--- config.mk ---
export PLATFORM = sky130hd
export DESIGN_NAME = imem_loader_flat
export DESIGN_NICKNAME = d
export VERILOG_FILES = /design/src/rtl/imem_loader_if.sv /design/src/rtl/imem_loader.sv /design/src/flat_wrapper.sv
export SDC_FILE = /design/constraint.sdc
export NUM_CORES = 1
export LEC_CHECK = 0
export ABC_AREA = 1
export CORE_ASPECT_RATIO = 0.5
export CORE_UTILIZATION = 40
export CTS_BUF_LIST = sky130_fd_sc_hd__clkbuf_16
export CTS_CLUSTER_DIAMETER = 50
export DETAILED_ROUTE_END_ITERATION = 8
export GPL_TIMING_DRIVEN = 0
export PLACE_DENSITY = 0.57
export RECOVER_POWER = 50
export SLEW_MARGIN = 20
export SYNTH_ARGS = -nofsm -noshare
export SYNTH_HDL_FRONTEND = slang
export SYNTH_SLANG_ARGS = --single-unit
--- constraint.sdc ---
create_clock -name clk -period 4.8 [get_ports clk]
set_clock_uncertainty 0.15 [all_clocks]
set_input_delay 0.72 -clock clk [delete_from_list [all_inputs] [get_ports clk]]
set_output_delay 0.72 -clock clk [all_outputs]
set_load 0.05 [all_outputs]
--- src/rtl/imem_loader_if.sv ---
// Stream-in / memory-write bundle for the instruction memory loader.
interface imem_loader_if #(
  parameter int ADDRESS_WIDTH = 12,
  parameter int DATA_WIDTH    = 8
);
  logic                     start;
  logic [DATA_WIDTH-1:0]    rx_data;
  logic                     rx_valid;
  logic                     rx_ready;
  logic                     wr_en;
  logic [ADDRESS_WIDTH-1:0] wr_addr;
  logic [DATA_WIDTH-1:0]    wr_data;
  logic                     busy;
  logic                     done;
  logic                     error;
  logic                     cpu_rst;

  // host / stream source side
  modport master (
    output start, rx_data, rx_valid,
    input  rx_ready, wr_en, wr_addr, wr_data, busy, done, error, cpu_rst
  );

  // loader side
  modport slave (
    input  start, rx_data, rx_valid,
    output rx_ready, wr_en, wr_addr, wr_data, busy, done, error, cpu_rst
  );
endinterface

--- src/rtl/imem_loader.sv ---
// Boot loader: takes a 16-bit little-endian length, that many image bytes and
// an XOR checksum byte from a valid/ready stream, writes the image to
// instruction memory at byte addresses 0..length-1 and releases the CPU reset
// only when the checksum matches.
module imem_loader #(
  parameter int ADDRESS_WIDTH = 12,
  parameter int DATA_WIDTH    = 8
) (
  input  logic         clk,
  input  logic         rst,
  imem_loader_if.slave bus
);
  typedef enum logic [2:0] {
    S_IDLE, S_LEN_LO, S_LEN_HI, S_LOAD, S_CHECK, S_DONE, S_ERROR
  } state_t;

  // largest legal image: the whole loadable region, held in 17 bits
  localparam logic [16:0] MAX_LEN = 17'(2 ** ADDRESS_WIDTH);

  state_t                   state, next;
  logic [15:0]              length;
  logic [15:0]              cnt;
  logic [DATA_WIDTH-1:0]    csum;
  logic                     wr_en_q;
  logic [ADDRESS_WIDTH-1:0] wr_addr_q;
  logic [DATA_WIDTH-1:0]    wr_data_q;
  logic                     ready;
  logic                     xfer;
  logic [15:0]              len_full;

  assign xfer     = bus.rx_valid & ready;
  // full length as it will be once the high byte is taken this cycle
  assign len_full = {bus.rx_data[7:0], length[7:0]};

  // state register; reset aborts any session at once
  always_ff @(posedge clk or posedge rst) begin
    if (rst) state <= S_IDLE;
    else     state <= next;
  end

  // next-state: start only matters when no session is running
  always_comb begin
    next = state;
    case (state)
      S_IDLE, S_DONE, S_ERROR: if (bus.start) next = S_LEN_LO;
      S_LEN_LO: if (xfer) next = S_LEN_HI;
      S_LEN_HI: begin
        if (xfer) begin
          if ({1'b0, len_full} > MAX_LEN) next = S_ERROR;
          else if (len_full == 16'd0)     next = S_CHECK;
          else                            next = S_LOAD;
        end
      end
      S_LOAD:   if (xfer && cnt == length - 16'd1) next = S_CHECK;
      S_CHECK:  if (xfer) next = (bus.rx_data == csum) ? S_DONE : S_ERROR;
      default:  next = S_IDLE;
    endcase
  end

  // status outputs decoded purely from the state register
  always_comb begin
    ready       = 1'b0;
    bus.busy    = 1'b0;
    bus.done    = 1'b0;
    bus.error   = 1'b0;
    bus.cpu_rst = 1'b1;
    case (state)
      S_LEN_LO, S_LEN_HI, S_LOAD, S_CHECK: begin
        ready    = 1'b1;
        bus.busy = 1'b1;
      end
      S_DONE:  begin bus.done = 1'b1; bus.cpu_rst = 1'b0; end
      S_ERROR: bus.error = 1'b1;
      default: ;
    endcase
  end

  // datapath: length capture, byte counter, running checksum, write register
  always_ff @(posedge clk or posedge rst) begin
    if (rst) begin
      length    <= '0;
      cnt       <= '0;
      csum      <= '0;
      wr_en_q   <= 1'b0;
      wr_addr_q <= '0;
      wr_data_q <= '0;
    end else begin
      wr_en_q <= 1'b0;
      case (state)
        S_IDLE, S_DONE, S_ERROR: begin
          if (bus.start) begin
            cnt  <= '0;
            csum <= '0;
          end
        end
        S_LEN_LO: if (xfer) length[7:0]  <= bus.rx_data[7:0];
        S_LEN_HI: if (xfer) length[15:8] <= bus.rx_data[7:0];
        S_LOAD: begin
          if (xfer) begin
            wr_en_q   <= 1'b1;
            wr_addr_q <= cnt[ADDRESS_WIDTH-1:0];
            wr_data_q <= bus.rx_data;
            cnt       <= cnt + 16'd1;
            csum      <= csum ^ bus.rx_data;
          end
        end
        default: ;
      endcase
    end
  end

  assign bus.rx_ready = ready;
  assign bus.wr_en    = wr_en_q;
  assign bus.wr_addr  = wr_addr_q;
  assign bus.wr_data  = wr_data_q;
endmodule

--- src/flat_wrapper.sv ---
// flat-port wrapper written by rule: the top's interface ports become plain ports
module imem_loader_flat 
#(
  parameter int ADDRESS_WIDTH = 12,
  parameter int DATA_WIDTH    = 8
)
  (clk, rst, bus_start, bus_rx_data, bus_rx_valid, bus_rx_ready, bus_wr_en, bus_wr_addr, bus_wr_data, bus_busy, bus_done, bus_error, bus_cpu_rst);
  imem_loader_if #(.ADDRESS_WIDTH(ADDRESS_WIDTH), .DATA_WIDTH(DATA_WIDTH)) bus_i ();
  input  logic clk;
  input  logic rst;
  input wire logic [$bits(bus_i.start)-1:0] bus_start;
  input wire logic [$bits(bus_i.rx_data)-1:0] bus_rx_data;
  input wire logic [$bits(bus_i.rx_valid)-1:0] bus_rx_valid;
  output wire logic [$bits(bus_i.rx_ready)-1:0] bus_rx_ready;
  output wire logic [$bits(bus_i.wr_en)-1:0] bus_wr_en;
  output wire logic [$bits(bus_i.wr_addr)-1:0] bus_wr_addr;
  output wire logic [$bits(bus_i.wr_data)-1:0] bus_wr_data;
  output wire logic [$bits(bus_i.busy)-1:0] bus_busy;
  output wire logic [$bits(bus_i.done)-1:0] bus_done;
  output wire logic [$bits(bus_i.error)-1:0] bus_error;
  output wire logic [$bits(bus_i.cpu_rst)-1:0] bus_cpu_rst;
  assign bus_i.start = bus_start;
  assign bus_i.rx_data = bus_rx_data;
  assign bus_i.rx_valid = bus_rx_valid;
  assign bus_rx_ready = bus_i.rx_ready;
  assign bus_wr_en = bus_i.wr_en;
  assign bus_wr_addr = bus_i.wr_addr;
  assign bus_wr_data = bus_i.wr_data;
  assign bus_busy = bus_i.busy;
  assign bus_done = bus_i.done;
  assign bus_error = bus_i.error;
  assign bus_cpu_rst = bus_i.cpu_rst;
  imem_loader #(.ADDRESS_WIDTH(ADDRESS_WIDTH), .DATA_WIDTH(DATA_WIDTH)) u_core (.clk(clk), .rst(rst), .bus(bus_i));
endmodule
==> results of run 1 <==
metal layers:
layer,vias up,track usage,wire [um]
met5,-,0,0
met3,10,0.0592,507
met1,1494,0.314,4970
met4,0,0.0667,89
met2,67,0.337,3890
li1,1622,-,-
cell families (layout without fill, tap and decap cells):
group | after synthesis | in the layout
buffers and inverters | 65 | 119
flip-flops | 64 | 64
XOR/XNOR | 21 | 21
AO/OA/AOI/OAI | 74 | 74
AND/OR/NAND/NOR | 249 | 249
adder cells (fa/ha/maj) | 3 | 3
worst max-delay path, delay by kind of cell (launching register included):
kind                   cells  cell delay (ns)
buffers and inverters      3             1.01
DFF                        1             0.46
and+or+nand+nor            3             0.94
area by class of cell:
type,count,area [um2],share of cell area
Buffer,12,58.8,0.0133
Clock buffer,9,225,0.0511
Clock inverter,7,71.3,0.0162
Inverter,53,201,0.0457
Multi-Input combinational cell,347,1710,0.388
Sequential cell,64,1600,0.363
Tap cell,112,140,0.0318
Timing Repair Buffer,38,398,0.0902
layout by cell type, fill, tap and decap left out, types with 3 or more instances in the layout:
cell               n
ha_1               3
inv_1             51
xnor2_1           14
nand4_1            3
xor2_1             6
o21ai_0           54
nand2_1          145
a21oi_1            9
clkbuf_16          9
clkbuf_1           8
dfrtp_1           64
nor2_1            45
nand3b_1           5
nand3_2            3
clkdlybuf4s50_1   35
nor3_1             8
clkinv_2           4
nand3_1           31
power by group through the flow:
stage | sequential, uW | clock [uW] | combinational [uW]
floorplan | 1000 | 0 | 793
global placement | 855 | 0 | 1310
detailed placement | 859 | 0 | 1320
CTS | 851 | 665 | 1330
global route | 873 | 688 | 1460
finish | 851 | 659 | 1320
state kept, by name, indices dropped and copies added, names as in the netlist:
signal and flops:
u_core.csum 8, u_core.bus.wr_data 8, u_core.length 16, u_core.bus.wr_en 1, u_core.bus.wr_addr 12, u_core.cnt 16, u_core.state 3
per-stage QoR:
stage	worst slack [ns]	area (um2)
final	1.19	4410
after global routing	1.04	4410
after CTS	1.55	4420
after detailed placement	1.94	4130
after global placement	1.09	4100
after floorplan	2.33	3580
how the worst max path moves through the flow:
stage               slack (ns)                    end  cells past startpoint
floorplan                 2.33  u_core.bus.wr_addr[0]                      1
global placement          1.09  u_core.bus.wr_addr[3]                      2
detailed placement        1.94           bus_rx_ready                      6
CTS                       1.55           bus_rx_ready                      6
global route              1.04           bus_rx_ready                      6
finish                    1.19           bus_rx_ready                      6
==> results.md, run 1 <==
* Worst hold endpoint: u_core.bus.wr_addr[5]
* Max-capacitance violation count at 0
* Worst R2R End: u_core.bus.wr_addr[4]
* Gr ovfl total at 0
* CP startpoint kind: register
* CTS tree: done
* Placer congestion estimate at roughly 0.85
* P&R area growth vs syn at 23.0%
* CTS Root Cell: clkbuf_16
* Largest net degree at the start of global routing at 49
* Full die area at 9370 um2
* Endpoints failing setup at 0
* Period utilisation layout at 0.753
* Nets@finish at 540
* Clk sinks at 64
* Hold_buf cts at 0
* Drt pass-1 iters at 4
* Post-Synth Adder-Cell Area at 0.0105
* Synth Area in XOR/XNOR at 0.0551
* Hold Fails Final Rpt at 0
* Sw Pwr at around 1300 uW
* Post-synth top area cell: dfrtp_1
* H-tree Lvls at 3
* Routed Antenna Nets at 0
* WL/cell at between 10 and 15 um
* HP Class: reg -> reg
* EDFF count, synth at 0
* Finished Layout Cells at between 600 and 700
* Worst Reg-to-Reg Cells at 7
* Share of cells above drive strength 1 at 0.0623
* Synth Area in Compound Gates at 0.110
* DRC errors left at 0
* Min-delay src: u_core.bus.wr_addr[5]
* Gr usage total at 0.223
* Unrepaired setup endpoints after global routing: false
* Row count at 23
* Synth cell count leaders: 145 x nand2_1, 64 x dfrtp_1, 54 x o21ai_0, 50 x inv_1, 45 x nor2_1
* Vias in the first global route at 2,895
* Number of DRC markers in iteration 0 at ~280
* Cells along the critical path: inv_1 > nor3_1 > nor2_1 > nand3_1 > buf_4 > clkdlybuf4s50_1
* First-pass GRT wire length at ~15 mm
* Routed vias/inst at 4.97
* Flop-to-flop setup slack at 2.29 ns
* Via Count at ~3.2k
* Boundary pin count at 38
* DIE WIDTH at around 140 um
* Yosys reg bits at between 60 and 70
* Hpwl dp at around 7.0 mm
* Skew-Pair Late Insertion Delay at around 0.34 ns
* Total power at between 2000 and 3000 uW
* FFs w/ async S/R, synth at 1.00
* Register share of total power at 0.301
* Synth Cell Area at around 3600 um2
* Register area share after synthesis at 0.447
* Syn_nets at roughly 500
* Post-layout util at 0.528
* Fillcell total at roughly 830
* CP max stage cell: clkdlybuf4s50_1
* Fin Setup TNS at 0 ns
* Hold path cells at 2
* Synth top area share at 0.447
* Routed Wire Length at 9.45 mm
* Synth Area per Inst at ~7.5 um2
* Critical path required time at just under 4 ns
* Worst flop-to-flop path startpoint: u_core.state[0]
* Die height at between 60 and 70 um
* Number of library cell types mapped by synthesis at 39
* Antenna Cells at 0
* Internal power component at between 1500 and 2000 uW
* CTS Buf Count at 9
* Max_slew headroom at 0.438
* Fraction of synthesized area in multiplexers at 0
* Clk pwr share at 0.233
* Max FO, Critical Path at 7
* Combinational power share at 0.466
* Switch share at 0.453
* Least-Margin Pin Slew at 0.839 ns
* Post-Synthesis Cells at roughly 480
* Post-Synth Simple-Gate Area at 0.306
* Worst setup EP type: output port
* Max VDD drop at 0.297 mV
* Pwr Density at about 640 nW/um2
* PortBufs at 37
* Clk buf depth at 2
* Slew Limit Fails at 0
* CP startpoint: u_core.state[0]
* Worst Hold Slack at ~0.33 ns
* LEAKAGE at between 0.002 and 0.0025 uW
* Starting Density at 0.430
* Status: complete, no violations
* Clock slew at reported path FFs at 0.06 ns
* Core ar. at ~8300 um2
* CTS resizes at 0
* Largest family of logic cells by synthesized area: simple AND/OR/NAND/NOR gates
* Synth Flop Type: dfrtp_1
* Cells taking the most area after synthesis: dfrtp_1 45%, nand2_1 15%, o21ai_0 7.5%
* Max incr delay on CP at around 0.8 ns
* Initial antenna violation count at 0
* Max Fclk at around 280 MHz
* Fin crit period at between 3 and 4 ns
* Post-CTS Setup Bufs at 0
* Crit Path Class: reg -> out
* DP Cell Count at approximately 630
* Synth Warn # at 0
* WP data arrival at roughly 2.7 ns
* Most frequent cell after synthesis: nand2_1
No activity file was read; power rests on OpenSTA's default activity.
==> run 2: changes to the inputs <==
==> constraint.sdc (replaced) <==
create_clock -name clk -period 3.6 [get_ports clk]
set_clock_uncertainty 0.15 [all_clocks]
set_input_delay 0.54 -clock clk [delete_from_list [all_inputs] [get_ports clk]]
set_output_delay 0.54 -clock clk [all_outputs]
set_load 0.05 [all_outputs]
==> run 2 against run 1 <==
Flip-flop and latch count did not move. Register-to-register slack got worse by 1.1 ns. Global-route usage did not move. Clock power rose by 33%. Critical path depth did not move. Sequential power rose by 34%. Cell area fell by 0.31%. Cell count did not move. Via count rose by 0.28%. Routed wire length barely moved. Total power rose by 34%. Critical endpoint unchanged. Highest routed layer unchanged.
==> results.md, run 2 (synthesis results as in run 1) <==
* Via Count at 3,202
* Worst Hold Slack at around 0.33 ns
* Die height at slightly below 70 um
* Hpwl dp at between 6 and 7 mm
* Pwr Density at 860 nW/um2
* Endpoints failing setup at 0
* Hold_buf cts at 0
* Max Fclk at 325 MHz
* Crit Path Class: reg -> out
* Fin crit period at 3.08 ns
* Critical path required time at about 2.9 ns
* Gr usage total at 0.223
* LEAKAGE at 0.00206 uW
* Most common cell after layout, fill and taps aside: nand2_1
* CP startpoint kind: register
* Internal power component at a little over 2000 uW
* Placer congestion estimate at about 0.85
* Boundary pin count at 38
* Period utilisation layout at 0.856
* Starting Density at 0.430
* Switch share at 0.454
* Skew-Pair Late Insertion Delay at around 0.34 ns
* Max VDD drop at 0.397 mV
* Status: complete, no violations
* Unrepaired setup endpoints after global routing: false
* Max-capacitance violation count at 0
* Max FO, Critical Path at 7
* Gr ovfl total at 0
* Combinational power share at 0.467
* Initial antenna violation count at 0
* Antenna Cells at 0
* CTS Buf Count at 9
* CP max stage cell: clkdlybuf4s50_1
* Max incr delay on CP at about 0.8 ns
* PortBufs at 37
* Crit path max-delay family: buffers and inverters
* H-tree Lvls at 3
* CTS resizes at 0
* Clk pwr share at 0.231
* Largest net degree at the start of global routing at 49
* Clk buf depth at 2
* Routed Wire Length at approximately 9.5 mm
* P&R area growth vs syn at 22.6%
* HP Class: reg -> reg
* Sw Pwr at between 1500 and 2000 uW
* Max_slew headroom at 0.169
* Row count at 23
* Least-Margin Pin Slew at roughly 1.2 ns
* CTS Root Cell: clkbuf_16
* Hold Fails Final Rpt at 0
* Slew Limit Fails at 0
* Register share of total power at 0.301
* Worst setup EP type: output port
* DRC errors left at 0
* Number of DRC markers in iteration 0 at 298
* First-pass GRT wire length at approximately 15 mm
* Post-CTS Setup Bufs at 0
* CP Buf/Inv Count at 3
* Clk sinks at 64
* Routed vias/inst at between 4 and 5
* Core ar. at about 8300 um2
* Nets@finish at between 500 and 600
* Drt pass-1 iters at 5
* Vias in the first global route at approximately 2.9k
* Share of cells above drive strength 1 at 0.0642
* Clock slew at reported path FFs at roughly 0.06 ns
* Routed Antenna Nets at 0
* Fin Setup TNS at 0 ns
* Full die area at ~9400 um2
* Most frequent cells in the layout: 146 x nand2_1, 64 x dfrtp_1, 54 x o21ai_0
* CTS tree: done
* WL/cell at around 15 um
* WP data arrival at between 2 and 2.5 ns
* Cells along the critical path: inv_1 > nor3_4 > nor2_1 > nand3_1 > buf_4 > clkdlybuf4s50_1
* DIE WIDTH at between 100 and 150 um
[run 2: final cells by class]
cell class / instances / area (um2)
fillers: 834 / 3950
plain buffers: 12 / 58.8
clock inverters: 7 / 71.3
well taps: 112 / 140
inverters: 53 / 201
flip-flops and latches: 64 / 1600
repair buffers: 38 / 375
clock buffers: 9 / 225
multi-input cells: 347 / 1720
[run 2: path summary, 6_finish.rpt]
path                                       startpoint                     end  slack (ns)  depth (start not counted)
worst max-delay path                  u_core.state[0]            bus_rx_ready        0.52                          6
worst max register to register       u_core.length[0]         u_core.state[0]        1.23                         12
worst min-delay path            u_core.bus.wr_addr[5]   u_core.bus.wr_addr[5]        0.33                          2
min in group asynchronous                         rst   u_core.bus.wr_data[1]        0.59                          2
worst min register to register  u_core.bus.wr_addr[5]   u_core.bus.wr_addr[5]        0.33                          2
max in group asynchronous                         rst  u_core.bus.wr_addr[11]        1.08                          3
[run 2: layer usage]
layer  vias up  part of all wire  GRT usage
li1       1623                 -          -
met1      1501              0.53      0.314
met2        68              0.41      0.337
met3        10             0.048     0.0592
met4         0            0.0094     0.0667
met5         -                 0          0
[run 2: power groups by stage]
stage                     logic, uW  clock network, uW  registers [uW]
after floorplan                1060                  0            1330
after global placement         1740                  0            1140
after detailed placement       1760                  0            1140
after CTS                      1770                887            1130
after global routing           1960                917            1170
final                          1770                874            1140
[run 2: tightest hold or removal path: stages (launching register included)]
cell and delay (ns):
dfrtp_1 0.34, nand2_1 0.05, o21ai_0 0.06
[run 2: through the flow]
step                area (um2)  setup slack [ns]  instances  power [uW]  utilization
floorplan                 3580              1.31        476        2390            -
global placement          4100            0.0658        625        2890        0.491
detailed placement        4130             0.921        626        2910        0.494
CTS                       4420             0.535        642        3790        0.530
global route              4400             0.375        642        4040        0.527
finish                    4400             0.518        642        3780        0.527
==> run 3: changes to the inputs <==
--- a/config.mk
+++ b/config.mk
@@ -6,13 +6,13 @@
 export NUM_CORES = 1
 export LEC_CHECK = 0
 export ABC_AREA = 1
-export CORE_ASPECT_RATIO = 0.5
-export CORE_UTILIZATION = 40
+export CORE_ASPECT_RATIO = 1.75
+export CORE_UTILIZATION = 57
 export CTS_BUF_LIST = sky130_fd_sc_hd__clkbuf_16
 export CTS_CLUSTER_DIAMETER = 50
 export DETAILED_ROUTE_END_ITERATION = 8
 export GPL_TIMING_DRIVEN = 0
-export PLACE_DENSITY = 0.57
+export PLACE_DENSITY = 0.77
 export RECOVER_POWER = 50
 export SLEW_MARGIN = 20
 export SYNTH_ARGS = -nofsm -noshare
==> run 3 against run 2 <==
Clock-buffer cell count unchanged. Routed wire length down 0.73%. Worst setup slack improved by 0.088 ns. Critical path depth did not move. First-iteration DRC count is 1.7% lower. Flip-flop and latch count stayed put.
==> results.md, run 3 (synthesis results as in run 1) <==
* Cell area after layout at around 4300 um2
* Placer congestion estimate at 0.919
* Worst setup EP type: output port
* Max_slew headroom at 0.224
* CTS tree: done
* Crit Path Class: reg -> out
* Sw Pwr at about 1600 uW
* Hpwl dp at around 6.9 mm
* CTS Buf Count at 9
* Max incr delay on CP at approximately 0.78 ns
* Share of cells above drive strength 1 at 0.0547
* Fin Setup TNS at 0 ns
* Routed vias/inst at between 5 and 6
* Max Fclk at ~330 MHz
* Largest net degree at the start of global routing at 48
* Max FO, Critical Path at 6
* Clk sinks at 64
* H-tree Lvls at 3
* CP max stage cell: clkdlybuf4s50_1
* Die height at 107 um
* Clk buf depth at 2
* Via Count at about 3.4k
* Period utilisation layout at 0.832
* Slew Limit Fails at 0
* DIE WIDTH at 61.9 um
* CTS Root Cell: clkbuf_16
* LEAKAGE at 0.00204 uW
* Cells along the critical path: inv_1 > nor3_1 > nor2_1 > nand3_1 > buf_4 > clkdlybuf4s50_1
* Critical path required time at 2.91 ns
* Combinational power share at 0.473
* Endpoints failing setup at 0
* Status: complete, no violations
* Worst flop-to-flop path startpoint: u_core.length[0]
* Nets@finish at between 500 and 600
* Starting Density at 0.600
* Clock slew at reported path FFs at roughly 0.050 ns
* Full die area at about 6600 um2
* Row count at 37
* CP startpoint kind: register
* WP data arrival at 2.30 ns
* Max VDD drop at roughly 0.6 mV
* Gr usage total at 0.328
* Max-capacitance violation count at 0
* Storage element area at about 1600 um2
* Vias in the first global route at about 3.3k
* Area of the multi-input gates at between 1500 and 2000 um2
* Least-Margin Pin Slew at approximately 1.2 ns
* Register share of total power at 0.305
* Unrepaired setup endpoints after global routing: false
* Hold_buf cts at 0
* Skew-Pair Late Insertion Delay at roughly 0.33 ns
* Min-delay src: u_core.bus.wr_addr[8]
* DRC errors left at 0
* Routed Antenna Nets at 0
* Area post-placement at between 4000 and 5000 um2
* Most common cell after layout, fill and taps aside: nand2_1
* Post-CTS Setup Bufs at 0
* Antenna Cells at 0
* Drt pass-1 iters at 5
* Number of DRC markers in iteration 0 at just under 300
* Gr ovfl total at 0
* Hold Fails Final Rpt at 0
* Most frequent cells in the layout: 146 x nand2_1, 64 x dfrtp_1, 54 x o21ai_0
* Clk pwr share at 0.222
* CP startpoint: u_core.state[2]
* P&R area growth vs syn at 20.9%
* PortBufs at 37
* WL/cell at approximately 15 um
* Boundary pin count at 38
* Pwr Density at 853 nW/um2
* CTS resizes at 0
* HP Class: reg -> reg
* Routed Wire Length at roughly 9.4 mm
* First-pass GRT wire length at about 16 mm
* Core ar. at between 5000 and 6000 um2
* Fin crit period at approximately 3 ns
* Internal power component at around 2000 uW
* Switch share at 0.446
* Fillcell total at 461
* Initial antenna violation count at 0
## run 3: changes by cell type in the layout (fill, tap and decap cells not counted)
cell	delta
clkinvlp_2	+1
clkinv_2	-3
dlygate4sd3_1	+1
clkinv_1	+4
clkinv_4	-2
clkdlybuf4s50_1	-1
inv_1	+1
inv_6	-1
## run 3: final cells by class
cell class	count	share of cell area
clock inverter	7	0.0124
buffer	12	0.0136
timing repair buffer	38	0.0866
multi-input combinational	347	0.397
tap	78	0.0225
inverter	53	0.0465
clock buffer	9	0.0519
sequential	64	0.369
## run 3: routing by layer
| layer | GRT usage | vias to the layer above | part of all wire |
|---|---|---|---|
| li1 | - | 1620 | - |
| met4 | 0.173 | 0 | 0.047 |
| met1 | 0.384 | 1581 | 0.38 |
| met5 | 0 | - | 0 |
| met2 | 0.540 | 124 | 0.53 |
| met3 | 0.0663 | 30 | 0.037 |
## run 3: final timing paths
check	to	slack, ns	depth (start not counted)
setup / recovery	bus_rx_ready	0.61	6
hold / removal	u_core.bus.wr_addr[8]	0.33	2
setup reg to reg	u_core.state[2]	1.26	13
hold reg to reg	u_core.bus.wr_addr[8]	0.33	2
max in group asynchronous	u_core.bus.wr_addr[5]	1.13	3
min in group asynchronous	u_core.state[1]	0.62	2
## run 3: through the flow
step                      hold slack (ns)  instances  utilization  worst slack [ns]  total power (uW)
after floorplan                     0.304        476            -              1.31              2390
after global placement              0.314        591        0.679             0.220              2820
after detailed placement            0.322        592        0.684             0.959              2870
after CTS                           0.334        608        0.730             0.597              3710
after global routing                0.354        608        0.726             0.481              3960
final                               0.328        608        0.726             0.606              3700
## run 3: power groups by stage
stage	combinational [uW]	sequential [uW]	clock [uW]
finish	1750	1130	820
CTS	1760	1120	830
global placement	1700	1120	0
detailed placement	1740	1130	0
global route	1940	1160	859
floorplan	1060	1330	0
## run 3: critical path: cells and delay by family, from the launching register on
family	cells	cell delay, ns
buffers and inverters	3	0.98
flip-flops	1	0.46
AND/OR/NAND/NOR	3	0.53
